File: src/rtl/count_monitor_pkg.sv
// Shared types and defaults for the count_monitor checker.
// The FSM encoding is visible on the state port, so it must stay fixed.
package count_monitor_pkg;

    typedef enum logic [1:0] {
        IDLE    = 2'd0,
        ACQUIRE = 2'd1,
        TRACK   = 2'd2,
        FAULT   = 2'd3
    } state_t;

    localparam int SIZE_DEFAULT       = 5;
    localparam int WRAP_WIDTH_DEFAULT = 8;

endpackage

File: src/rtl/count_monitor_wrap.sv
// Saturating, clearable event tally with a one-cycle pulse per counted event.
// A clear on the same edge as an event wins: the tally goes to zero and no pulse is produced.
module count_monitor_wrap #(
    parameter int Width = 8
) (
    input  logic             clock,
    input  logic             reset,
    input  logic             clear,
    input  logic             inc,
    output logic [Width-1:0] tally,
    output logic             pulse
);

    localparam logic [Width-1:0] TallyMax = {Width{1'b1}};
    localparam logic [Width-1:0] TallyOne = {{(Width-1){1'b0}}, 1'b1};

    logic [Width-1:0] tally_r;
    logic             pulse_r;

    // Tally and pulse registers; the tally sticks at all-ones once reached.
    always_ff @(posedge clock) begin
        if (!reset) begin
            tally_r <= {Width{1'b0}};
            pulse_r <= 1'b0;
        end else if (clear) begin
            tally_r <= {Width{1'b0}};
            pulse_r <= 1'b0;
        end else if (inc) begin
            pulse_r <= 1'b1;
            if (tally_r != TallyMax) begin
                tally_r <= tally_r + TallyOne;
            end else begin
                tally_r <= tally_r;
            end
        end else begin
            pulse_r <= 1'b0;
        end
    end

    assign tally = tally_r;
    assign pulse = pulse_r;

endmodule

File: src/rtl/count_monitor.sv
// Locks onto an incrementing counter and flags any sample that breaks the +1 sequence.
// Wrap tallying is present only when COUNT_MONITOR_WRAP_COUNT_EN is defined.
module count_monitor
    import count_monitor_pkg::*;
#(
    parameter int Size      = SIZE_DEFAULT,
    parameter int WrapWidth = WRAP_WIDTH_DEFAULT
) (
    input  logic                 clock,
    input  logic                 reset,
    input  logic                 enable,
    input  logic [Size-1:0]      count,
    input  logic                 clear,
    output logic [1:0]           state,
    output logic                 locked,
    output logic                 error,
    output logic                 error_pulse,
    output logic [Size-1:0]      expected,
    output logic [WrapWidth-1:0] wraps,
    output logic                 wrap_pulse
);

    localparam logic [Size-1:0] CountOne  = {{(Size-1){1'b0}}, 1'b1};
    localparam logic [Size-1:0] CountZero = {Size{1'b0}};

    state_t          state_r;
    logic [Size-1:0] expected_r;
    logic            locked_r;
    logic            error_r;
    logic            error_pulse_r;

    logic            match_s;
    logic [Size-1:0] next_expected_s;

    assign match_s         = (count == expected_r);
    assign next_expected_s = count + CountOne;

    // Sequence-tracking FSM; clear beats a same-edge mismatch for the error flag only.
    always_ff @(posedge clock) begin
        if (!reset) begin
            state_r       <= IDLE;
            expected_r    <= CountZero;
            locked_r      <= 1'b0;
            error_r       <= 1'b0;
            error_pulse_r <= 1'b0;
        end else begin
            error_pulse_r <= 1'b0;
            if (clear) begin
                error_r <= 1'b0;
            end else begin
                error_r <= error_r;
            end
            if (!enable) begin
                state_r  <= IDLE;
                locked_r <= 1'b0;
            end else begin
                case (state_r)
                    IDLE: begin
                        expected_r <= next_expected_s;
                        state_r    <= ACQUIRE;
                        locked_r   <= 1'b0;
                    end
                    ACQUIRE: begin
                        expected_r <= next_expected_s;
                        if (match_s) begin
                            state_r  <= TRACK;
                            locked_r <= 1'b1;
                        end else begin
                            state_r  <= ACQUIRE;
                        end
                    end
                    TRACK: begin
                        if (match_s) begin
                            expected_r <= next_expected_s;
                        end else begin
                            // expected_r is frozen here so FAULT reports the value that was missed
                            state_r  <= FAULT;
                            locked_r <= 1'b0;
                            if (!clear) begin
                                error_r       <= 1'b1;
                                error_pulse_r <= 1'b1;
                            end else begin
                                error_pulse_r <= 1'b0;
                            end
                        end
                    end
                    FAULT: begin
                        if (clear) begin
                            state_r <= IDLE;
                        end else begin
                            state_r <= FAULT;
                        end
                    end
                    default: begin
                        state_r  <= IDLE;
                        locked_r <= 1'b0;
                    end
                endcase
            end
        end
    end

    assign state       = state_r;
    assign locked      = locked_r;
    assign error       = error_r;
    assign error_pulse = error_pulse_r;
    assign expected    = expected_r;

`ifdef COUNT_MONITOR_WRAP_COUNT_EN
    logic wrap_event_s;

    // A matched 0 in TRACK implies the previous sample was all-ones.
    assign wrap_event_s = enable && (state_r == TRACK) && match_s && (count == CountZero);

    count_monitor_wrap #(
        .Width (WrapWidth)
    ) u_wrap (
        .clock (clock),
        .reset (reset),
        .clear (clear),
        .inc   (wrap_event_s),
        .tally (wraps),
        .pulse (wrap_pulse)
    );
`else
    assign wraps      = {WrapWidth{1'b0}};
    assign wrap_pulse = 1'b0;
`endif

endmodule

File: config.mk
export PLATFORM = sky130hd
export DESIGN_NAME = count_monitor
export DESIGN_NICKNAME = d
export VERILOG_FILES = /design/src/rtl/count_monitor_pkg.sv /design/src/rtl/count_monitor_wrap.sv /design/src/rtl/count_monitor.sv
export SDC_FILE = /design/constraint.sdc
export NUM_CORES = 1
export LEC_CHECK = 0
export CORE_AREA = 2 2 41 47
export DETAILED_ROUTE_END_ITERATION = 8
export DIE_AREA = 0 0 43 49
export HOLD_SLACK_MARGIN = 0.06
export PLACE_DENSITY = 0.78
export SLEW_MARGIN = 0
export SYNTH_ARGS = -nofsm -noshare
export SYNTH_HDL_FRONTEND = slang
export SYNTH_SLANG_ARGS = --single-unit
File: constraint.sdc
create_clock -name clock -period 1.6 [get_ports clock]
set_input_delay 0.24 -clock clock [delete_from_list [all_inputs] [get_ports clock]]
set_output_delay 0.24 -clock clock [all_outputs]
set_load 0.01 [all_outputs]
# ---- Yosys cells after proc, flatten, opt, wreduce, memory -nomap -nowiden
# Cells that the tools add are included.
dict set report word_totals {
  reg_bits 10
  input_bits 9
  output_inout_bits 19
  wordCells 39
}
dict set report op_classes {
  add_sub_neg 1
  n_eq_ne 7
  mux 15
  bitwise_logic 3
  n_reduce_logical 8
}
# cell n
set ops {}
lappend ops {{one-hot mux 5 bit (2 select lines)} 1}
lappend ops {{two-way mux 1 bit} 8}
lappend ops {{one-hot mux 2 bit (4 select lines)} 1}
lappend ops {{two-way mux 2 bit} 3}
lappend ops {{inequality test 2 bit, second input constant} 3}
lappend ops {{AND reduction 3 bit} 2}
lappend ops {{adder 5 x 1 -> 5 bit, second input constant} 1}
lappend ops {{== test 5 bit} 1}
lappend ops {{two-way mux 5 bit} 1}
lappend ops {{== test 2 bit, second input constant} 2}
lappend ops {{OR reduction 4 bit} 1}
lappend ops {{NOT 1 bit} 3}
lappend ops {{one-hot mux 1 bit (3 select lines)} 1}
lappend ops {{nonzero test 3 bit} 1}
lappend ops {{== test 2 x 1 -> 1 bit, second input constant} 1}
lappend ops {{logical NOT 2 bit} 1}
lappend ops {{AND reduction 2 bit} 1}
lappend ops {{nonzero test 2 bit} 1}
lappend ops {{OR reduction 2 bit} 1}

# ---- Longest topological paths before layout
# Gate-level depths: netlist of run 1.
dict set report depth {
  ltp_word 5
  depth_mapped 5
  mapped_depth_nobuf 5
}

# ---- Worst setup path before layout of run 1
# No wires, ideal clock.
dict set report synth_timing {
  path_kind {register -> register}
  startpoint {register expected_r[2] (netlist: expected[2])}
  endpoint {register expected_r[0] (netlist: expected[0])}
  setup_ps 129
  arrival_time_ps 1153
  required_time_ps 1471
  setup_slack_ps 317
  path_stages_with_launch 5
  n_path_buf 0
  synth_period_minus_slack_ps 1283
  path_cell_list {dfxtp_1 xor2_2 nor3_4 a32oi_4 mux2i_1}
}
dict set report synth_between {
  elab_chain_cells 3
}
# element line_no
set synth_rtl {}
lappend synth_rtl {{start, declared} count_monitor.sv:27} ;# logic [Size-1:0] expected_r;
lappend synth_rtl {{start signal, assigned} count_monitor.sv:42} ;# expected_r <= CountZero;
lappend synth_rtl {{start signal, assigned} count_monitor.sv:59} ;# expected_r <= next_expected_s;
lappend synth_rtl {{start signal, assigned} count_monitor.sv:64} ;# expected_r <= next_expected_s;
lappend synth_rtl {{== test 5 bit} count_monitor.sv:35} ;# assign match_s = (count == expected_r);
lappend synth_rtl {{inequality test 2 bit (no source line)} --}
lappend synth_rtl {{AND reduction 3 bit (no source line)} --}
# No other way between the ends.
# A chain may end at the register's enable or synchronous reset.

# ---- Worst setup path after layout of run 1
dict set report layout_timing {
  startpoint {register state_r[1] (netlist: state[1])}
  endpoint {output port state[1]}
}
# element line_no
set layout_lines {}
lappend layout_lines {{start, declared} count_monitor.sv:26} ;# state_t state_r;
lappend layout_lines {{start signal, assigned} count_monitor.sv:41} ;# state_r <= IDLE;
lappend layout_lines {{start signal, assigned} count_monitor.sv:54} ;# state_r <= IDLE;
lappend layout_lines {{start signal, assigned} count_monitor.sv:60} ;# state_r <= ACQUIRE;
lappend layout_lines {{end, declared} count_monitor.sv:14} ;# output logic [1:0] state,
# No word-level cell between the ends.

==> flow_metrics.env, run 1 <==
export IMPL_grt_usage=0.132
export IMPL_ioPinCount=28
export IMPL_synth_cell_types=23
export IMPL_cts_max_level=1
export IMPL_power_density_nw_per_um2=762
export IMPL_die_area_um2=2110
export IMPL_end_kind="output port"
export IMPL_fmax_mhz=660
export IMPL_die_h_um=49
export IMPL_place_hpwl_um=996
export IMPL_whs_ns=0.467
export IMPL_status="finished clean"
export IMPL_cts_root_buf="clkbuf_4"
export IMPL_drive_above_1_share=0.158
export IMPL_cts_sinks=10
export IMPL_diodes=0
export IMPL_synthesis_area_um2=612
export IMPL_dp_slack_ns=-0.127
export IMPL_gp_congestion=0.701
export IMPL_drc=0
export IMPL_crit_type="reg -> out"
export IMPL_grt_ovfl_total=0
export IMPL_post_cts_resized=0
export IMPL_startpoint_type="flop"
export IMPL_postRouteAntennaNets=0
export IMPL_drv_slew=0
export IMPL_first_pass_iters=2
export IMPL_ys_ff_latch=10
export IMPL_worstPathRequired_ns=1.36
export IMPL_wl_um=1200
export IMPL_antenna_found_initial=0
export IMPL_wl_per_cell_um=10.6
export IMPL_die_w_um=43
export IMPL_path_clk_slew_ns=0.06
export IMPL_crit_path_max_incr_delay_ns=0.58
export IMPL_grt_pass1_wl_um=2080
export IMPL_vias_per_cell=4.57
export IMPL_max_cap_violations=0
export IMPL_initial_utilization=0.364
export IMPL_core_um2=1680
export IMPL_slowest_stage="clkdlybuf4s50_1"
export IMPL_io_buffers=18
export IMPL_arrival_ns=1.28
export IMPL_path_cells="clkdlybuf4s50_1"
export IMPL_syn_to_final_growth_pct=40.9
export IMPL_clk_latency_ns=0.27
export IMPL_critical_path_top_delay_family="buffers and inverters"
export IMPL_period_share=0.947
export IMPL_cts_max_path_buffers=2
export IMPL_fin_nets=106
export IMPL_skew_ns=0.00544
export IMPL_period_needed_ns=1.52
export IMPL_grt_max_degree=12
export IMPL_ys_warn_count=0
export IMPL_setup_ws_ns=0.0846
export IMPL_rows=16
export IMPL_syn_avg_cell_area_um2=9.00
export IMPL_min_delay_path_class="reg -> reg"
export IMPL_setup_viol=0
export IMPL_yosysSeqAreaShare=0.327
export IMPL_hold_viol_final=0
export IMPL_p_leak_nw=0.362
export IMPL_grt_pass1_vias=519
export IMPL_postCtsSetupRepairBufs=0
export IMPL_cts_tree="built"
export IMPL_power_total_mw=0.657
export IMPL_rsz0062_at_grt="no"
export IMPL_syn_inst=68
export IMPL_path_buf_inv=1
export IMPL_drtIter0Drc=5
export IMPL_fin_tns_setup_ns=0
export IMPL_cts_buffers=3
export IMPL_ir_drop_mv=0.483
export IMPL_cts_hold_buf=0
export IMPL_vias=516
export IMPL_crit_path_max_fanout=6
export IMPL_n_fill_cell=168
-- routing by layer --
metal	track usage	part of all wire
met1	0.130	0.39
met2	0.237	0.51
met3	0.0259	0.074
met4	0.0909	0.022
met5	0	0
-- final cells by class --
cell class | instances | area (µm²) | area share
inverters | 1 | 3.75 | 0.00435
clock buffers | 4 | 36.3 | 0.0421
multi-input cells | 55 | 367 | 0.425
flip-flops and latches | 10 | 200 | 0.232
repair buffers | 25 | 233 | 0.270
well taps | 18 | 22.5 | 0.0261
-- power breakdown --
part           internal, mW  switching (mW)
sequential            0.260          0.0125
clock                 0.138          0.0945
combinational        0.0778          0.0737
total                 0.477           0.181
-- final timing paths --
| check | from | to | slack [ns] | cells past startpoint |
|---|---|---|---|---|
| hold reg to reg | error | error | 0.47 | 2 |
| setup / recovery | state[1] | state[1] | 0.08 | 1 |
| setup reg to reg | expected[0] | expected[1] | 0.25 | 4 |
| hold / removal | error | error | 0.47 | 2 |
-- flip-flops by register name (all words and copies together) (netlist names) --
register and count:
expected 5, state 2, error 1, error_pulse 1, locked 1
-- cells in the mapped netlist (all sizes together) --
master	number	area, µm²
inv	1	3.75
xor2	6	60.1
xnor2	2	17.5
dfxtp	10	200
nand2	15	56.3
mux2i	5	50.1
nand2b	2	12.5
buf	9	67.6
nor2b	1	6.26
a21oi	2	10.0
o211a	1	10.0
a211o	1	8.76
nand3	2	10.0
a31oi	2	12.5
clkbuf	1	3.75
a32oi	1	27.5
nor2	2	10.0
conb	1	3.75
nand4	2	12.5
nor3	1	16.3
ha	1	12.5
-- layout by cell type (no fill, tap or decap), types with 2 or more instances in the layout --
cell type        synthesis  routed
nand2_1                 15      15
a31oi_1                  2       2
xor2_1                   5       5
dfxtp_1                 10      10
nand2b_1                 2       2
nand4_1                  2       2
buf_4                    9       7
conb_1                   1       9
clkdlybuf4s50_1          0      18
a21oi_1                  2       2
xnor2_1                  2       2
mux2i_1                  5       5
nand3_1                  2       2
clkbuf_4                 0       3
-- kinds of logic (layout without fill, tap and decap cells) --
group                    after synthesis  after routing  share of synthesized area
flip-flops                            10             10                      0.327
multiplexers                           5              5                     0.0818
buffers and inverters                 11             30                      0.123
AO/OA/AOI/OAI                          7              7                      0.112
XOR/XNOR                               8              8                      0.127
other                                  1              9                    0.00613
AND/OR/NAND/NOR                       25             25                      0.202
adder cells (fa/ha/maj)                1              1                     0.0204
-- stage by stage --
stage               utilization  area, µm²  cells
global placement          0.491        826    109
finish                    0.513        862    113
floorplan                     -        642     76
detailed placement        0.491        826    109
global route              0.513        862    113
CTS                       0.513        862    113
No activity file was read; power rests on OpenSTA's default activity.
==> inputs of run 2 (changes only) <==
Settings changed: RECOVER_POWER from default to 25.
==> run 2 against run 1 <==
Net effect: global-route usage is the same; die area is the same; clock power is essentially flat; final cell count is the same; total power is essentially flat; combinational power is essentially flat; core utilization is the same.
==> flow_metrics.env, run 2 (synthesized netlist as in run 1, its figures left out) <==
export IMPL_cts_hold_buf=0
export IMPL_switching_share=0.275
export IMPL_fmax_mhz=659
export IMPL_slowest_stage="clkdlybuf4s50_1"
export IMPL_pwr_share_clk=0.354
export IMPL_largest_reg_flops=5
export IMPL_core_um2=1680
export IMPL_place_hpwl_um=996
export IMPL_path_cells="clkdlybuf4s50_1"
export IMPL_end_kind="output port"
export IMPL_post_cts_resized=0
export IMPL_cts_max_path_buffers=2
export IMPL_critical_path_top_delay_family="buffers and inverters"
export IMPL_power_frac_seq=0.415
export IMPL_status="finished clean"
export IMPL_cts_buffers=3
export IMPL_path_clk_slew_ns=0.06
export IMPL_grt_pass1_wl_um=2080
export IMPL_clk_latency_ns=0.27
export IMPL_setup_ws_ns=0.0836
export IMPL_vias_per_cell=4.57
export IMPL_final_core_utilization=0.513
export IMPL_vias=516
export IMPL_syn_to_final_growth_pct=40.9
export IMPL_rows=16
export IMPL_die_h_um=49
export IMPL_path_buf_inv=1
export IMPL_arrival_ns=1.28
export IMPL_crit_path_max_incr_delay_ns=0.58
export IMPL_drive_above_1_share=0.158
export IMPL_drv_slew=0
export IMPL_period_share=0.948
export IMPL_grt_usage=0.132
export IMPL_gp_congestion=0.701
export IMPL_cts_tree="built"
export IMPL_initial_utilization=0.364
export IMPL_worstPathRequired_ns=1.36
export IMPL_rsz0062_at_grt="no"
export IMPL_comb_power_share=0.231
export IMPL_die_w_um=43
export IMPL_period_needed_ns=1.52
export IMPL_postCtsSetupRepairBufs=0
export IMPL_grt_max_degree=12
export IMPL_max_cap_violations=0
export IMPL_cts_max_level=1
export IMPL_placed_area_um2=826
export IMPL_first_pass_iters=4
export IMPL_wl_per_cell_um=10.5
export IMPL_layout_common_cells="nand2_1, clkdlybuf4s50_1, dfxtp_1"
export IMPL_skew_ns=0.00528
export IMPL_setup_viol=0
export IMPL_antenna_found_initial=0
export IMPL_dp_slack_ns=-0.127
export IMPL_die_area_um2=2110
export IMPL_grt_pass1_vias=519
export IMPL_ioPinCount=28
export IMPL_cts_root_buf="clkbuf_4"
export IMPL_drc=0
export IMPL_crit_type="reg -> out"
export IMPL_diodes=0
export IMPL_finish_instance_area_um2=862
export IMPL_power_density_nw_per_um2=762
export IMPL_p_leak_nw=0.372
export IMPL_io_buffers=18
export IMPL_hold_viol_final=0
export IMPL_postRouteAntennaNets=0
export IMPL_power_internal_mw=0.477
export IMPL_fin_nets=106
export IMPL_power_total_mw=0.657
export IMPL_p_sw_mw=0.181
export IMPL_startpoint_type="flop"
export IMPL_crit_path_max_fanout=6
export IMPL_grt_ovfl_total=0
export IMPL_wl_um=1190
export IMPL_drtIter0Drc=5
export IMPL_cts_sinks=10
export IMPL_min_delay_path_class="reg -> reg"
export IMPL_ir_drop_mv=0.483
[run 2: cell types whose count changed in the layout (fill, tap and decap cells not counted), sizes merged]
| cell | change |
|---|---|
| dlygate4sd3 | +3 |
| clkdlybuf4s50 | -3 |
[run 2: path summary, 6_finish.rpt]
check	to	depth (start not counted)	startpoint	slack (ns)
hold / removal	error	2	error	0.46
setup reg to reg	expected[1]	4	expected[0]	0.25
setup / recovery	state[1]	1	state[1]	0.08
hold reg to reg	error	2	error	0.46
[run 2: final cells by class]
| class | count | area (µm²) |
|---|---|---|
| multi-input cells | 55 | 367 |
| clock buffers | 4 | 36.3 |
| inverters | 1 | 3.75 |
| flip-flops and latches | 10 | 200 |
| well taps | 18 | 22.5 |
| repair buffers | 25 | 233 |
| fillers | 168 | 820 |
[run 2: routing by layer]
layer  vias up  part of all wire  wire [µm]  global-route usage
met5         -                 0          0                   0
met4         0             0.022         26              0.0909
met3         2             0.075         89              0.0259
met2        21              0.51        609               0.237
met1       229              0.39        466               0.130
li1        264                 -          -                   -
[run 2: stage by stage]
| stage | setup TNS (ns) | hold WS (ns) | std cells |
|---|---|---|---|
| floorplan | 0 | 0.309 | 76 |
| global placement | -0.423 | 0.458 | 109 |
| detailed placement | -0.647 | 0.457 | 109 |
| CTS | 0 | 0.473 | 113 |
| global route | 0 | 0.517 | 113 |
| finish | 0 | 0.464 | 113 |
[run 2: power by group through the flow]
stage          combinational [mW]  sequential, mW  clock, mW
3_3_place_gp                0.149           0.278          0
3_5_place_dp                0.152           0.279          0
2_1_floorplan              0.0907           0.282          0
4_1_cts                     0.153           0.273      0.237
5_1_grt                     0.166           0.274      0.248
6_report                    0.152           0.273      0.233
==> inputs of run 3 (changes only) <==
Settings changed: CORE_AREA 2 2 41 47 to 2 2 39 41, DIE_AREA 0 0 43 49 to 0 0 41 43, DONT_BUFFER_PORTS from default to 1, PLACE_DENSITY 0.78 to 0.66.
==> run 3 against run 2 <==
Net effect: clock power fell by 3%; via count decreased by 17%; fmax rose by 10%; critical path type is now reg -> reg; critical endpoint is now expected[1]; largest cell class unchanged.
==> flow_metrics.env, run 3 (synthesized netlist as in run 1, its figures left out) <==
export IMPL_top_usage_layer="met2"
export IMPL_ir_drop_mv=0.408
export IMPL_placed_cells=83
export IMPL_final_common_cell="nand2_1"
export IMPL_r2r_cells=4
export IMPL_cts_root_buf="clkbuf_4"
export IMPL_postCtsSetupRepairBufs=0
export IMPL_die_h_um=43
export IMPL_grt_usage=0.144
export IMPL_antenna_found_initial=0
export IMPL_p_leak_nw=0.271
export IMPL_rsz0062_at_grt="no"
export IMPL_die_area_um2=1760
export IMPL_hold_viol_final=0
export IMPL_cts_buffers=3
export IMPL_cts_hold_buf=1
export IMPL_fmax_mhz=728
export IMPL_min_delay_path_class="in -> reg"
export IMPL_fin_nets=83
export IMPL_cts_sinks=10
export IMPL_grt_use_met1=0.181
export IMPL_crit_type="reg -> reg"
export IMPL_whs_ns=0.117
export IMPL_rows=14
export IMPL_io_buffers=0
export IMPL_layout_common_cells="nand2_1, dfxtp_1, conb_1"
export IMPL_grt_max_degree=13
export IMPL_worstPathRequired_ns=1.79
export IMPL_core_um2=1380
export IMPL_use_met3=0.0419
export IMPL_setup_ws_ns=0.227
export IMPL_path_clk_slew_ns=0.07
export IMPL_cts_max_path_buffers=2
export IMPL_fin_tns_setup_ns=0
export IMPL_startpoint_type="flop"
export IMPL_vias_per_cell=4.86
export IMPL_dp_slack_ns=0.239
export IMPL_drive_above_1_share=0.125
export IMPL_grt_ovfl_total=0
export IMPL_diodes=0
export IMPL_skew_ns=0.00314
export IMPL_area_sequential_um2=200
export IMPL_n_fill_cell=139
export IMPL_multi_input_area_um2=367
export IMPL_arrival_ns=1.57
export IMPL_period_needed_ns=1.37
export IMPL_cp_num_cells=4
export IMPL_post_cts_resized=0
export IMPL_slowest_stage="dfxtp_1"
export IMPL_setup_viol=0
export IMPL_grt_pass1_vias=412
export IMPL_power_density_nw_per_um2=908
export IMPL_drc=0
export IMPL_clk_latency_ns=0.26
export IMPL_period_share=0.858
export IMPL_syn_to_final_growth_pct=5.32
export IMPL_max_cap_violations=0
export IMPL_cts_max_level=1
export IMPL_ioPinCount=28
export IMPL_drv_slew=0
export IMPL_wl_per_cell_um=11.1
export IMPL_layout_cells_non_filler=88
export IMPL_place_hpwl_um=782
export IMPL_first_pass_iters=4
export IMPL_largest_reg_flops=5
export IMPL_path_buf_inv=0
export IMPL_vias=428
export IMPL_path_cells="xor2_1 -> nor3_4 -> a32oi_4 -> mux2i_1"
export IMPL_crit_path_max_fanout=5
export IMPL_gp_congestion=0.683
export IMPL_initial_utilization=0.442
export IMPL_use_met2=0.191
export IMPL_drtIter0Drc=5
export IMPL_crit_path_max_incr_delay_ns=0.42
export IMPL_postRouteAntennaNets=0
export IMPL_grt_pass1_wl_um=1700
export IMPL_wl_um=974
export IMPL_hold_depth=2
export IMPL_cts_tree="built"
export IMPL_die_w_um=41
export IMPL_critical_path_top_delay_family="flip-flops"
export IMPL_status="finished clean"
export IMPL_end_kind="flop"
[run 3: changes by cell type in the layout (fill, tap and decap cells not counted), sizes merged]
cell and delta:
buf -6, clkdlybuf4s50 -15, dlygate4sd3 -2
[run 3: final cells by class]
cell class | instances | share of cell area
clock buffer | 4 | 0.0563
inverter | 1 | 0.00583
multi-input combinational | 55 | 0.569
sequential | 10 | 0.311
tap | 16 | 0.0311
timing repair buffer | 2 | 0.0272
[run 3: path summary, 6_finish.rpt]
check                            startpoint           to  slack [ns]
worst max-delay path            expected[0]  expected[1]        0.23
worst min register to register     state[1]       locked        0.51
worst max register to register  expected[0]  expected[1]        0.23
worst min-delay path                  reset  expected[4]        0.12
[run 3: stage by stage]
step	util	power [mW]	cell area, µm²
finish	0.466	0.585	644
global route	0.466	0.619	644
CTS	0.466	0.595	644
detailed placement	0.432	0.364	598
global placement	0.432	0.363	598
floorplan	-	0.373	642
[run 3: routing by layer]
metal  routed length (µm)  vias up
li1                     -      216
met1                  422      192
met2                  450       18
met3                   88        2
met4                   12        0
met5                    0        -
[run 3: worst register-to-register path: stages, from the launching register on]
cell and delay [ns]:
dfxtp_1 0.42, xor2_1 0.26, nor3_4 0.10, a32oi_4 0.30
mux2i_1 0.22
[run 3: report_power, final]
part / leakage [nW] / switching (mW) / internal [mW]
sequential: 0.0818 / 0.0187 / 0.260
combinational: 0.168 / 0.0471 / 0.0344
clock: 0.0210 / 0.0866 / 0.138
